$ cat src/rtl/cfg_pkg.sv
// System-wide configuration shared by the stk blocks.
package cfg_pkg;
  localparam int ENGS_N = 4;
endpackage

$ cat src/rtl/stk_pkg.sv
// Sizing constants for the stk response path.
package stk_pkg;
  localparam int RSP_DEPTH = 4;
  localparam int RSP_SKID  = 2;
  localparam int RSP_DW    = 128;
endpackage

$ cat src/rtl/stk_rsp_fifo.sv
// Single-lane response FIFO; the caller decides when push/pop are legal.
module stk_rsp_fifo
  import stk_pkg::*;
#(
  parameter int DEPTH = RSP_DEPTH,
  parameter int DW    = RSP_DW
) (
  input  logic                       clk,
  input  logic                       rst,
  input  logic                       i_push,
  input  logic                       i_pop,
  input  logic [DW-1:0]              i_dat,
  output logic [DW-1:0]              o_dat,
  output logic [$clog2(DEPTH+1)-1:0] o_count,
  output logic                       o_full,
  output logic                       o_empty
);
  localparam int AW = $clog2(DEPTH);
  localparam int CW = $clog2(DEPTH+1);

  logic [DW-1:0] r_mem [DEPTH];
  logic [AW-1:0] r_wr_ptr;
  logic [AW-1:0] r_rd_ptr;
  logic [CW-1:0] r_count;

  // DEPTH is a power of two, so the pointers wrap by plain overflow.
  always_ff @(posedge clk) begin
    if (rst) begin
      r_wr_ptr <= '0;
      r_rd_ptr <= '0;
      r_count  <= '0;
    end else begin
      if (i_push) r_wr_ptr <= r_wr_ptr + AW'(1);
      if (i_pop)  r_rd_ptr <= r_rd_ptr + AW'(1);
      r_count <= r_count + CW'(i_push) - CW'(i_pop);
    end
  end

  always_ff @(posedge clk) begin
    if (i_push && !rst) r_mem[r_wr_ptr] <= i_dat;
  end

  assign o_dat   = r_mem[r_rd_ptr];
  assign o_count = r_count;
  assign o_full  = (r_count == CW'(DEPTH));
  assign o_empty = (r_count == '0);
endmodule

$ cat src/rtl/stk_rsp_buf.sv
// Per-engine response buffering with overflow/multi-hot flags and
// registered command throttling that reserves room for in-flight responses.
module stk_rsp_buf
  import stk_pkg::*;
#(
  parameter int ENGS_N = cfg_pkg::ENGS_N,
  parameter int DEPTH  = RSP_DEPTH,
  parameter int SKID   = RSP_SKID
) (
  input  logic                     clk,
  input  logic                     rst,
  input  logic [ENGS_N-1:0]        i_rsp_vld,
  input  logic [RSP_DW-1:0]        i_rsp_dat,
  output logic [ENGS_N-1:0]        o_eng_vld,
  output logic [ENGS_N*RSP_DW-1:0] o_eng_dat,
  input  logic [ENGS_N-1:0]        i_eng_rdy,
  output logic [ENGS_N-1:0]        o_cmd_blk,
  output logic                     o_ovf,
  output logic                     o_err_mhot
);
  localparam int CW = $clog2(DEPTH+1);
  typedef logic [CW:0] cnt_ext_t;

  logic [ENGS_N-1:0] w_push;
  logic [ENGS_N-1:0] w_pop;
  logic [ENGS_N-1:0] w_drop;
  logic [ENGS_N-1:0] w_full;
  logic [ENGS_N-1:0] w_empty;
  logic [ENGS_N-1:0] w_blk_next;
  logic [CW-1:0]     w_count      [ENGS_N];
  logic [CW-1:0]     w_count_next [ENGS_N];
  logic              w_mhot;

  logic [ENGS_N-1:0] r_cmd_blk;
  logic              r_ovf;
  logic              r_mhot;

  genvar gi;
  generate
    for (gi = 0; gi < ENGS_N; gi++) begin : g_lane
      // A pop frees a slot in the same cycle, so a full lane can still accept.
      assign w_pop[gi]  = !w_empty[gi] && i_eng_rdy[gi];
      assign w_push[gi] = i_rsp_vld[gi] && (!w_full[gi] || w_pop[gi]);
      assign w_drop[gi] = i_rsp_vld[gi] && w_full[gi] && !w_pop[gi];

      assign w_count_next[gi] = w_count[gi] + CW'(w_push[gi]) - CW'(w_pop[gi]);
      assign w_blk_next[gi]   = (cnt_ext_t'(DEPTH) - cnt_ext_t'(w_count_next[gi]))
                                <= cnt_ext_t'(SKID);

      assign o_eng_vld[gi] = !w_empty[gi];

      stk_rsp_fifo #(
        .DEPTH (DEPTH),
        .DW    (RSP_DW)
      ) u_fifo (
        .clk     (clk),
        .rst     (rst),
        .i_push  (w_push[gi]),
        .i_pop   (w_pop[gi]),
        .i_dat   (i_rsp_dat),
        .o_dat   (o_eng_dat[gi*RSP_DW +: RSP_DW]),
        .o_count (w_count[gi]),
        .o_full  (w_full[gi]),
        .o_empty (w_empty[gi])
      );
    end
  endgenerate

  // More than one bit set iff clearing the lowest set bit leaves something.
  assign w_mhot = (i_rsp_vld & (i_rsp_vld - ENGS_N'(1))) != '0;

  always_ff @(posedge clk) begin
    if (rst) begin
      r_cmd_blk <= '0;
      r_ovf     <= 1'b0;
      r_mhot    <= 1'b0;
    end else begin
      r_cmd_blk <= w_blk_next;
      r_ovf     <= r_ovf | (|w_drop);
      r_mhot    <= r_mhot | w_mhot;
    end
  end

  assign o_cmd_blk  = r_cmd_blk;
  assign o_ovf      = r_ovf;
  assign o_err_mhot = r_mhot;
endmodule

$ cat config.mk
export PLATFORM = sky130hd
export DESIGN_NAME = stk_rsp_buf
export DESIGN_NICKNAME = d
export VERILOG_FILES = /design/src/rtl/cfg_pkg.sv /design/src/rtl/stk_pkg.sv /design/src/rtl/stk_rsp_fifo.sv /design/src/rtl/stk_rsp_buf.sv
export SDC_FILE = /design/constraint.sdc
export NUM_CORES = 1
export LEC_CHECK = 0
export CAP_MARGIN = 20
export CORE_UTILIZATION = 62
export DETAILED_ROUTE_END_ITERATION = 10
export HOLD_SLACK_MARGIN = 0.08
export PLACE_DENSITY_LB_ADDON = 0.1
export REMOVE_ABC_BUFFERS = 1
export SLEW_MARGIN = 20
export SYNTH_ARGS = -nofsm -noshare
export SYNTH_HDL_FRONTEND = slang
export SYNTH_SLANG_ARGS = --single-unit
$ cat constraint.sdc
create_clock -name clk -period 9.9 [get_ports clk]
set_input_delay 2.475 -clock clk [delete_from_list [all_inputs] [get_ports clk]]
set_output_delay 2.475 -clock clk [all_outputs]
set_load 0.05 [all_outputs]
==> impl_metrics.env, run 1 <==
export IMPL_multi_input_area_mm2=0.0129
export IMPL_cp_start_kind="register"
export IMPL_die_height_um=352
export IMPL_post_place_ws_ns=4.01
export IMPL_leakagePower_nw=28.2
export IMPL_cts_htree_levels=4
export IMPL_crit_chain="buf_4 > mux4_2 > clkdlybuf4s50_1"
export IMPL_rsz0062_at_grt="no"
export IMPL_seq_area_mm2=0.0624
export IMPL_critPathMaxFanout=55
export IMPL_finalCritPeriodShare_pct=67.4
export IMPL_crit_slowest_cell="buf_4"
export IMPL_row_count=127
export IMPL_clkTransAtPathRegs_ns=0.06
export IMPL_hpwl_um=101000
export IMPL_syn_area_mm2=0.0758
export IMPL_io_buffer_count=659
export IMPL_outcome="completed"
export IMPL_synth_warnings=0
export IMPL_vias_per_cell=6.47
export IMPL_core_area_mm2=0.121
export IMPL_pin_count=660
export IMPL_layout_setup_ws_ns=3.23
export IMPL_synth_edf_count=2048
export IMPL_cts_buffers=198
export IMPL_min_to="o_err_mhot"
export IMPL_worstSetupPathType="reg2out"
export IMPL_tightestPinTransition_ns=1.17
export IMPL_setup_tns_ns=0
export IMPL_min_path_type="reg2reg"
export IMPL_gp_congestion=0.830
export IMPL_worstRegToRegCells=10
export IMPL_r2r_end="o_cmd_blk[2]"
export IMPL_drt_iter0_drc=3770
export IMPL_synth_cell_types=36
export IMPL_ant_nets=0
export IMPL_synthArstFlopShare_pct=0
export IMPL_drt_pass1_iter_count=5
export IMPL_vias=35400
export IMPL_initial_utilization_pct=62.8
export IMPL_ys_seq_elements=2090
export IMPL_grt_pass1_wl_um=259000
export IMPL_yosys_most_used_dff="edfxtp_1"
export IMPL_grt_ovfl_total=0
export IMPL_cts_tree="built"
export IMPL_rrSetupSlack_ns=6.59
export IMPL_cp_required_ns=7.43
export IMPL_nFillCells=6266
export IMPL_fp_dieW_um=352
export IMPL_yosysSeqAreaShare_pct=82.2
export IMPL_setup_violations=0
export IMPL_total_power_mw=25.5
export IMPL_final_util_pct=75.2
export IMPL_cts_root_buffer="clkbuf_16"
export IMPL_die_area_mm2=0.124
export IMPL_syn_inst=2909
export IMPL_cts_buffer_depth=3
export IMPL_syn_avg_cell_area_um2=26.1
export IMPL_fin_skew_ns=0.0232
export IMPL_syn_to_final_growth_pct=19.7
export IMPL_fin_nets=3866
export IMPL_timing_rr_start="g_lane[2].u_fifo.o_count[1]"
export IMPL_wl_per_cell_um=33.7
export IMPL_clk_latency_ns=0.81
export IMPL_antenna_found_initial=5
export IMPL_grt_max_degree=119
export IMPL_drc=0
export IMPL_cp_num_buf_inv=2
export IMPL_max_slew_margin_rel_pct=22.1
export IMPL_crit_path_end_kind="primary output"
export IMPL_min_from="o_err_mhot"
export IMPL_grt_use_total_pct=30.2
export IMPL_cts_setup_buffers=0
export IMPL_hold_viol=0
export IMPL_peakVddDrop_mv=0.266
export IMPL_cap_violations=0
export IMPL_drt_wl_total_um=184000
export IMPL_drive_gt1_share_pct=22.3
export IMPL_cts_resized=0
export IMPL_cts_sinks=2090
export IMPL_hold_depth=2
export IMPL_drv_slew=0
export IMPL_slowest_delay_ns=0.99
export IMPL_cp_top_family="buffers and inverters"
export IMPL_postCtsHoldBufs=0
export IMPL_arrival_ns=4.20
export IMPL_period_needed_ns=6.67
export IMPL_grt_pass1_vias=36100
export IMPL_powerDensity_mw_per_mm2=281
export IMPL_max_freq_mhz=150
[kinds of logic after synthesis]
family / synth area share (%)
AO/OA/AOI/OAI: 0.249
XOR/XNOR: 0.246
adder cells (fa/ha/maj): 0.581
buffers and inverters: 0.819
flip-flops: 82.2
multiplexers: 15.3
AND/OR/NAND/NOR: 0.604
[state kept, by name, indices dropped and copies added, names as in the netlist, named ones only]
register                count
g_lane.u_fifo.o_count      12
g_lane.u_fifo.r_rd_ptr      8
o_cmd_blk                   4
o_err_mhot                  1
g_lane.u_fifo.r_mem      2048
g_lane.u_fifo.r_wr_ptr      8
o_ovf                       1
[Yosys cell counts (5+ instances only)]
| cell | n | area [µm²] |
|---|---|---|
| edfxtp_1 | 2048 | 61500 |
| mux4_2 | 512 | 11500 |
| buf_2 | 52 | 260 |
| clkbuf_1 | 51 | 191 |
| dfxtp_1 | 42 | 841 |
| nor2_1 | 31 | 116 |
| ha_1 | 28 | 350 |
| inv_1 | 26 | 97.6 |
| and2_1 | 16 | 100 |
| a21oi_1 | 10 | 50.1 |
| o21ai_0 | 9 | 45.0 |
| or3_1 | 8 | 50.1 |
| xor2_1 | 8 | 70.1 |
| buf_1 | 7 | 26.3 |
| nor3_1 | 7 | 35.0 |
| buf_4 | 6 | 45.0 |
| nand3b_1 | 5 | 37.5 |
[how the worst max path moves through the flow]
stage                                end  slack (ns)  cells past startpoint         start
final                     o_eng_dat[310]        3.23                      3      register
after global routing      o_eng_dat[323]        3.14                      3      register
after CTS                 o_eng_dat[310]        3.19                      3      register
after detailed placement    o_cmd_blk[0]        4.01                     11  i_eng_rdy[0]
after global placement      o_cmd_blk[2]        4.06                     11  i_eng_rdy[2]
after floorplan             o_eng_dat[0]        1.22                      1      register
[through the flow]
step           cells  area [µm²]  hold slack (ns)
6_report        5469       90700            0.451
3_5_place_dp    5107       84400            0.444
5_1_grt         5468       90700            0.508
4_1_cts         5467       90700            0.452
3_3_place_gp    5107       84400            0.441
2_1_floorplan   2793       75300            0.478
[cells in the final DEF, fill, tap and decap left out, types with 26 or more instances in the layout]
| cell | netlist | layout |
|---|---|---|
| edfxtp_1 | 2048 | 2048 |
| clkdlybuf4s50_1 | 0 | 659 |
| mux4_2 | 512 | 512 |
| clkbuf_16 | 0 | 207 |
| clkinv_1 | 0 | 47 |
| clkbuf_1 | 51 | 42 |
| dfxtp_1 | 42 | 34 |
| clkinv_2 | 0 | 32 |
| buf_4 | 6 | 32 |
| nor2_1 | 31 | 31 |
| ha_1 | 28 | 28 |
| inv_1 | 26 | 26 |
[worst min-delay path, stage by stage, from the launching register on]
cell and delay (ns):
dfxtp_1 0.31, inv_1 0.05, a21oi_1 0.05
[layer usage]
metal  share of wire (%)  track usage [%]  wire [µm]  vias up
met2                  50             49.1      92800     1918
li1                    -                -          -    14100
met1                  37             40.7      67600    19000
met3                 9.9             7.66      18200      265
met4                 3.0             10.2       5520        8
met5               0.023                0         43        -
[layout make-up]
cell class | instances | share of cell area [%]
well taps | 1612 | 2.22
inverters | 26 | 0.108
clock buffers | 253 | 5.94
clock inverters | 107 | 0.957
diodes | 1 | 0.00276
multi-input cells | 677 | 14.2
flip-flops and latches | 2090 | 68.7
repair buffers | 703 | 7.81
[power breakdown]
group | total (mW) | internal [mW] | switching (mW)
logic | 7.78 | 2.78 | 5.00
registers | 10.4 | 10.1 | 0.307
clock network | 7.32 | 4.19 | 3.13
Note: power is estimated with default switching activity, not from simulation.
==> inputs of run 2 (changes only) <==
Settings changed: CORE_UTILIZATION 62 to 52.
Clock period 9.9 ns to 6 ns, I/O delays scaled along.
==> impl_metrics.env, run 2 (synthesized netlist as in run 1, its figures left out) <==
export IMPL_clk_latency_ns=0.81
export IMPL_max_freq_mhz=196
export IMPL_period_needed_ns=5.10
export IMPL_hold_viol=0
export IMPL_hpwl_um=112000
export IMPL_cts_buffer_depth=3
export IMPL_ant_nets=0
export IMPL_grt_use_total_pct=24.9
export IMPL_vias_per_cell=5.95
export IMPL_setup_violations=0
export IMPL_most_common_layout_cells="edfxtp_1, clkdlybuf4s50_1, mux4_2, clkbuf_16, buf_4"
export IMPL_finalCritPeriodShare_pct=85.0
export IMPL_min_path_type="reg2reg"
export IMPL_clockPowerShare_pct=28.5
export IMPL_grt_ovfl_total=0
export IMPL_die_area_mm2=0.147
export IMPL_drt_pass1_iter_count=5
export IMPL_wl_per_cell_um=31.0
export IMPL_antenna_found_initial=7
export IMPL_arrival_ns=3.60
export IMPL_vias=34700
export IMPL_fin_skew_ns=0.0257
export IMPL_max_slew_margin_rel_pct=32.5
export IMPL_cp_required_ns=4.50
export IMPL_seq_power_share_pct=40.8
export IMPL_syn_to_final_growth_pct=21.4
export IMPL_postCtsHoldBufs=0
export IMPL_drv_slew=0
export IMPL_cts_buffers=205
export IMPL_pin_count=660
export IMPL_drc=0
export IMPL_cts_root_buffer="clkbuf_16"
export IMPL_clkTransAtPathRegs_ns=0.06
export IMPL_row_count=139
export IMPL_io_buffer_count=659
export IMPL_cts_htree_levels=4
export IMPL_powerDensity_mw_per_mm2=458
export IMPL_worstSetupPathType="reg2out"
export IMPL_tightestPinTransition_ns=1.01
export IMPL_switchingPower_mw=13.9
export IMPL_largest_register="g_lane.u_fifo.r_mem"
export IMPL_layout_setup_ws_ns=0.902
export IMPL_grt_pass1_vias=35900
export IMPL_gp_congestion=0.805
export IMPL_rsz0062_at_grt="no"
export IMPL_final_common_cell="edfxtp_1"
export IMPL_cts_sinks=2090
export IMPL_core_area_mm2=0.144
export IMPL_peakVddDrop_mv=0.345
export IMPL_fin_nets=3936
export IMPL_cap_violations=0
export IMPL_post_place_ws_ns=1.17
export IMPL_cts_setup_buffers=0
export IMPL_drive_gt1_share_pct=23.7
export IMPL_crit_path_end_kind="primary output"
export IMPL_nFillCells=9472
export IMPL_pwr_share_comb_pct=30.7
export IMPL_switching_share_pct=33.0
export IMPL_grt_max_degree=89
export IMPL_leakagePower_nw=28.7
export IMPL_cts_resized=0
export IMPL_largest_reg_flops=2048
export IMPL_cp_start_kind="register"
export IMPL_initial_utilization_pct=52.6
export IMPL_drt_iter0_drc=2842
export IMPL_total_power_mw=42.2
export IMPL_drt_wl_total_um=181000
export IMPL_critPathMaxFanout=38
export IMPL_fp_dieW_um=384
export IMPL_p_int_mw=28.2
export IMPL_die_height_um=384
export IMPL_cts_tree="built"
export IMPL_grt_pass1_wl_um=258000
export IMPL_outcome="completed"
-- run 2: worst max-delay path: stages, from the launching register on --
cell             delay, ns
dfxtp_4               0.99
buf_4                 0.44
mux4_2                0.57
clkdlybuf4s50_1       0.74
-- run 2: final cells by class --
cell class / count / area (µm²) / share of cell area, %
well taps: 1903 / 2380 / 2.59
inverters: 26 / 97.6 / 0.106
diodes: 2 / 5.00 / 0.00544
multi-input cells: 677 / 12900 / 14.0
clock buffers: 253 / 5390 / 5.86
clock inverters: 116 / 868 / 0.944
repair buffers: 766 / 8000 / 8.70
flip-flops and latches: 2090 / 62400 / 67.8
-- run 2: metal layers --
layer | routed length [µm] | GRT usage (%) | part of all wire (%)
met3 | 15300 | 7.06 | 8.5
met1 | 71900 | 34.0 | 40
met2 | 88500 | 39.4 | 49
met4 | 5020 | 7.41 | 2.8
met5 | 37 | 0 | 0.020
-- run 2: worst paths after layout --
| check | cells after the start | endpoint | start | slack [ns] |
|---|---|---|---|---|
| hold reg to reg | 2 | o_err_mhot | o_err_mhot | 0.45 |
| setup reg to reg | 10 | o_cmd_blk[2] | g_lane[2].u_fifo.o_count[1] | 2.67 |
| hold / removal | 2 | o_err_mhot | o_err_mhot | 0.45 |
| setup / recovery | 3 | o_eng_dat[395] | register | 0.90 |
-- run 2: per-stage QoR --
step           hold slack (ns)  instance area, µm²  std cells  setup TNS [ns]  util [%]
5_1_grt                  0.483               92000       5832               0      63.8
3_5_place_dp             0.442               85700       5462               0      59.5
4_1_cts                  0.458               92000       5831               0      63.8
2_1_floorplan            0.478               75300       2793         -870.68         -
3_3_place_gp             0.439               85700       5462               0      59.5
6_report                 0.454               92000       5833               0      63.8
-- run 2: power groups by stage --
stage	Clock (mW)	Sequential [mW]	Combinational, mW
2_1_floorplan	0	18.0	8.09
6_report	12.0	17.2	13.0
4_1_cts	12.2	17.2	13.1
3_5_place_dp	0	17.5	13.1
3_3_place_gp	0	17.5	13.0
5_1_grt	12.8	17.3	13.4
==> inputs of run 3 (changes only) <==
Settings changed: CORE_UTILIZATION 52 to 57.
Clock period 6 ns to 5.01 ns, I/O delays scaled along.
==> impl_metrics.env, run 3 (synthesized netlist as in run 1, its figures left out) <==
export IMPL_setup_violations=0
export IMPL_tightestPinTransition_ns=1.13
export IMPL_cts_resized=0
export IMPL_whs_ns=0.462
export IMPL_setup_worst_path_end="o_eng_dat[341]"
export IMPL_final_cell_area_mm2=0.0920
export IMPL_crit_chain="buf_12 > mux4_2 > clkdlybuf4s50_1"
export IMPL_finalCritPeriodShare_pct=93.0
export IMPL_clockPowerShare_pct=28.7
export IMPL_largest_reg_flops=2048
export IMPL_nFillCells=7785
export IMPL_crit_slowest_cell="clkdlybuf4s50_1"
export IMPL_crit_path_end_kind="primary output"
export IMPL_postCtsHoldBufs=0
export IMPL_peakVddDrop_mv=0.460
export IMPL_max_slew_margin_rel_pct=24.5
export IMPL_cp_top_family="buffers and inverters"
export IMPL_drt_iter0_drc=3321
export IMPL_p_int_mw=34.0
export IMPL_slowest_delay_ns=0.87
export IMPL_row_count=133
export IMPL_seq_power_share_pct=40.4
export IMPL_cp_required_ns=3.76
export IMPL_r2r_end="o_cmd_blk[2]"
export IMPL_core_area_mm2=0.132
export IMPL_period_needed_ns=4.66
export IMPL_syn_to_final_growth_pct=21.4
export IMPL_cts_htree_levels=4
export IMPL_max_freq_mhz=215
export IMPL_leakagePower_nw=28.7
export IMPL_switchingPower_mw=16.6
export IMPL_setup_tns_ns=0
export IMPL_hpwl_um=108000
export IMPL_arrival_ns=3.40
export IMPL_worstSetupPathType="reg2out"
export IMPL_pwr_share_comb_pct=30.8
export IMPL_cap_violations=0
export IMPL_cts_setup_buffers=0
export IMPL_drv_slew=0
export IMPL_most_common_layout_cells="edfxtp_1, clkdlybuf4s50_1, mux4_2, clkbuf_16, buf_12"
export IMPL_fin_skew_ns=0.0238
export IMPL_gp_congestion=0.812
export IMPL_min_path_type="reg2reg"
export IMPL_antenna_found_initial=5
export IMPL_clk_latency_ns=0.83
export IMPL_drt_wl_total_um=178000
export IMPL_drt_pass1_iter_count=5
export IMPL_placed_area_mm2=0.0857
export IMPL_grt_ovfl_total=0
export IMPL_switching_share_pct=32.8
export IMPL_timing_rr_start="g_lane[2].u_fifo.o_count[1]"
export IMPL_ant_nets=0
export IMPL_outcome="completed"
export IMPL_final_util_pct=69.9
export IMPL_fin_nets=3933
export IMPL_grt_pass1_vias=35800
export IMPL_cts_root_buffer="clkbuf_16"
export IMPL_cp_num_buf_inv=2
export IMPL_die_height_um=367
export IMPL_rrSetupSlack_ns=1.81
export IMPL_grt_use_total_pct=26.9
export IMPL_powerDensity_mw_per_mm2=550
export IMPL_pin_count=660
export IMPL_cts_buffers=201
export IMPL_critPathMaxFanout=41
export IMPL_drive_gt1_share_pct=23.5
export IMPL_fp_dieW_um=367
export IMPL_final_common_cell="edfxtp_1"
export IMPL_vias=34800
export IMPL_grt_pass1_wl_um=256000
export IMPL_vias_per_cell=6.12
export IMPL_cts_sinks=2090
export IMPL_drc=0
export IMPL_worst_path_stages=3
export IMPL_hold_viol=0
export IMPL_layout_setup_ws_ns=0.353
export IMPL_worstRegToRegCells=10
export IMPL_cts_tree="built"
export IMPL_largest_register="g_lane.u_fifo.r_mem"
export IMPL_io_buffer_count=659
export IMPL_initial_utilization_pct=57.6
export IMPL_rsz0062_at_grt="no"
export IMPL_cp_start_kind="register"
export IMPL_post_place_ws_ns=0.510
export IMPL_cts_buffer_depth=3
export IMPL_wl_per_cell_um=31.2
export IMPL_clkTransAtPathRegs_ns=0.06
export IMPL_die_area_mm2=0.134
export IMPL_grt_max_degree=84
run 3: cell count changes in the layout (fill, tap and decap cells not counted), sizes merged:
cell      previous run  this run
clkinvlp             8         4
inv                 36        29
diode                2         1
bufinv              11        15
buf                107       108
clkinv              87        99
clkbuf             253       246
run 3: worst min-delay path by stage:
stage,end,start,slack [ns],cells after the start
floorplan,g_lane[2].u_fifo.r_wr_ptr[0],g_lane[2].u_fifo.r_wr_ptr[0],0.48,2
global placement,o_err_mhot,o_err_mhot,0.44,2
detailed placement,o_err_mhot,o_err_mhot,0.45,2
CTS,o_err_mhot,o_err_mhot,0.46,2
global route,o_err_mhot,o_err_mhot,0.48,2
finish,o_err_mhot,o_err_mhot,0.46,2
run 3: cell type report:
cell class                 count  area (µm²)  area share [%]
antenna                        1        2.50         0.00272
clock buffer                 246        5330            5.79
clock inverter               121        1000            1.09
timing repair buffer         767        8170            8.88
tap                         1755        2200            2.39
multi-input combinational    677       12900            14.0
sequential                  2090       62400            67.8
inverter                      26        97.6           0.106
run 3: power groups by stage:
stage / logic, mW / registers (mW) / clock network (mW)
2_1_floorplan: 9.69 / 21.6 / 0
3_3_place_gp: 15.6 / 20.8 / 0
3_5_place_dp: 15.7 / 20.9 / 0
4_1_cts: 15.8 / 20.5 / 14.8
5_1_grt: 16.2 / 20.6 / 15.4
6_report: 15.6 / 20.5 / 14.5
run 3: worst register-to-register path, cell delays in order, from the launching register on:
cell     delay, ns
dfxtp_1       0.37
or4b_2        0.72
nand3_1       0.11
nand2_1       0.06
ha_1          0.20
fa_1          0.51
inv_1         0.11
ha_1          0.17
or3b_2        0.44
mux2_2        0.27
nor3_1        0.15
run 3: through the flow:
step | total power [mW] | cells
6_report | 50.6 | 5683
5_1_grt | 52.1 | 5683
4_1_cts | 51.1 | 5682
3_5_place_dp | 36.6 | 5315
3_3_place_gp | 36.4 | 5315
2_1_floorplan | 31.3 | 2793
run 3: per-layer routing:
layer / vias up / global-route usage, % / part of all wire (%)
li1: 14300 / - / -
met1: 18800 / 37.0 / 39
met2: 1444 / 43.4 / 50
met3: 238 / 7.11 / 8.6
met4: 8 / 7.08 / 2.4
met5: - / 0 / 0.026
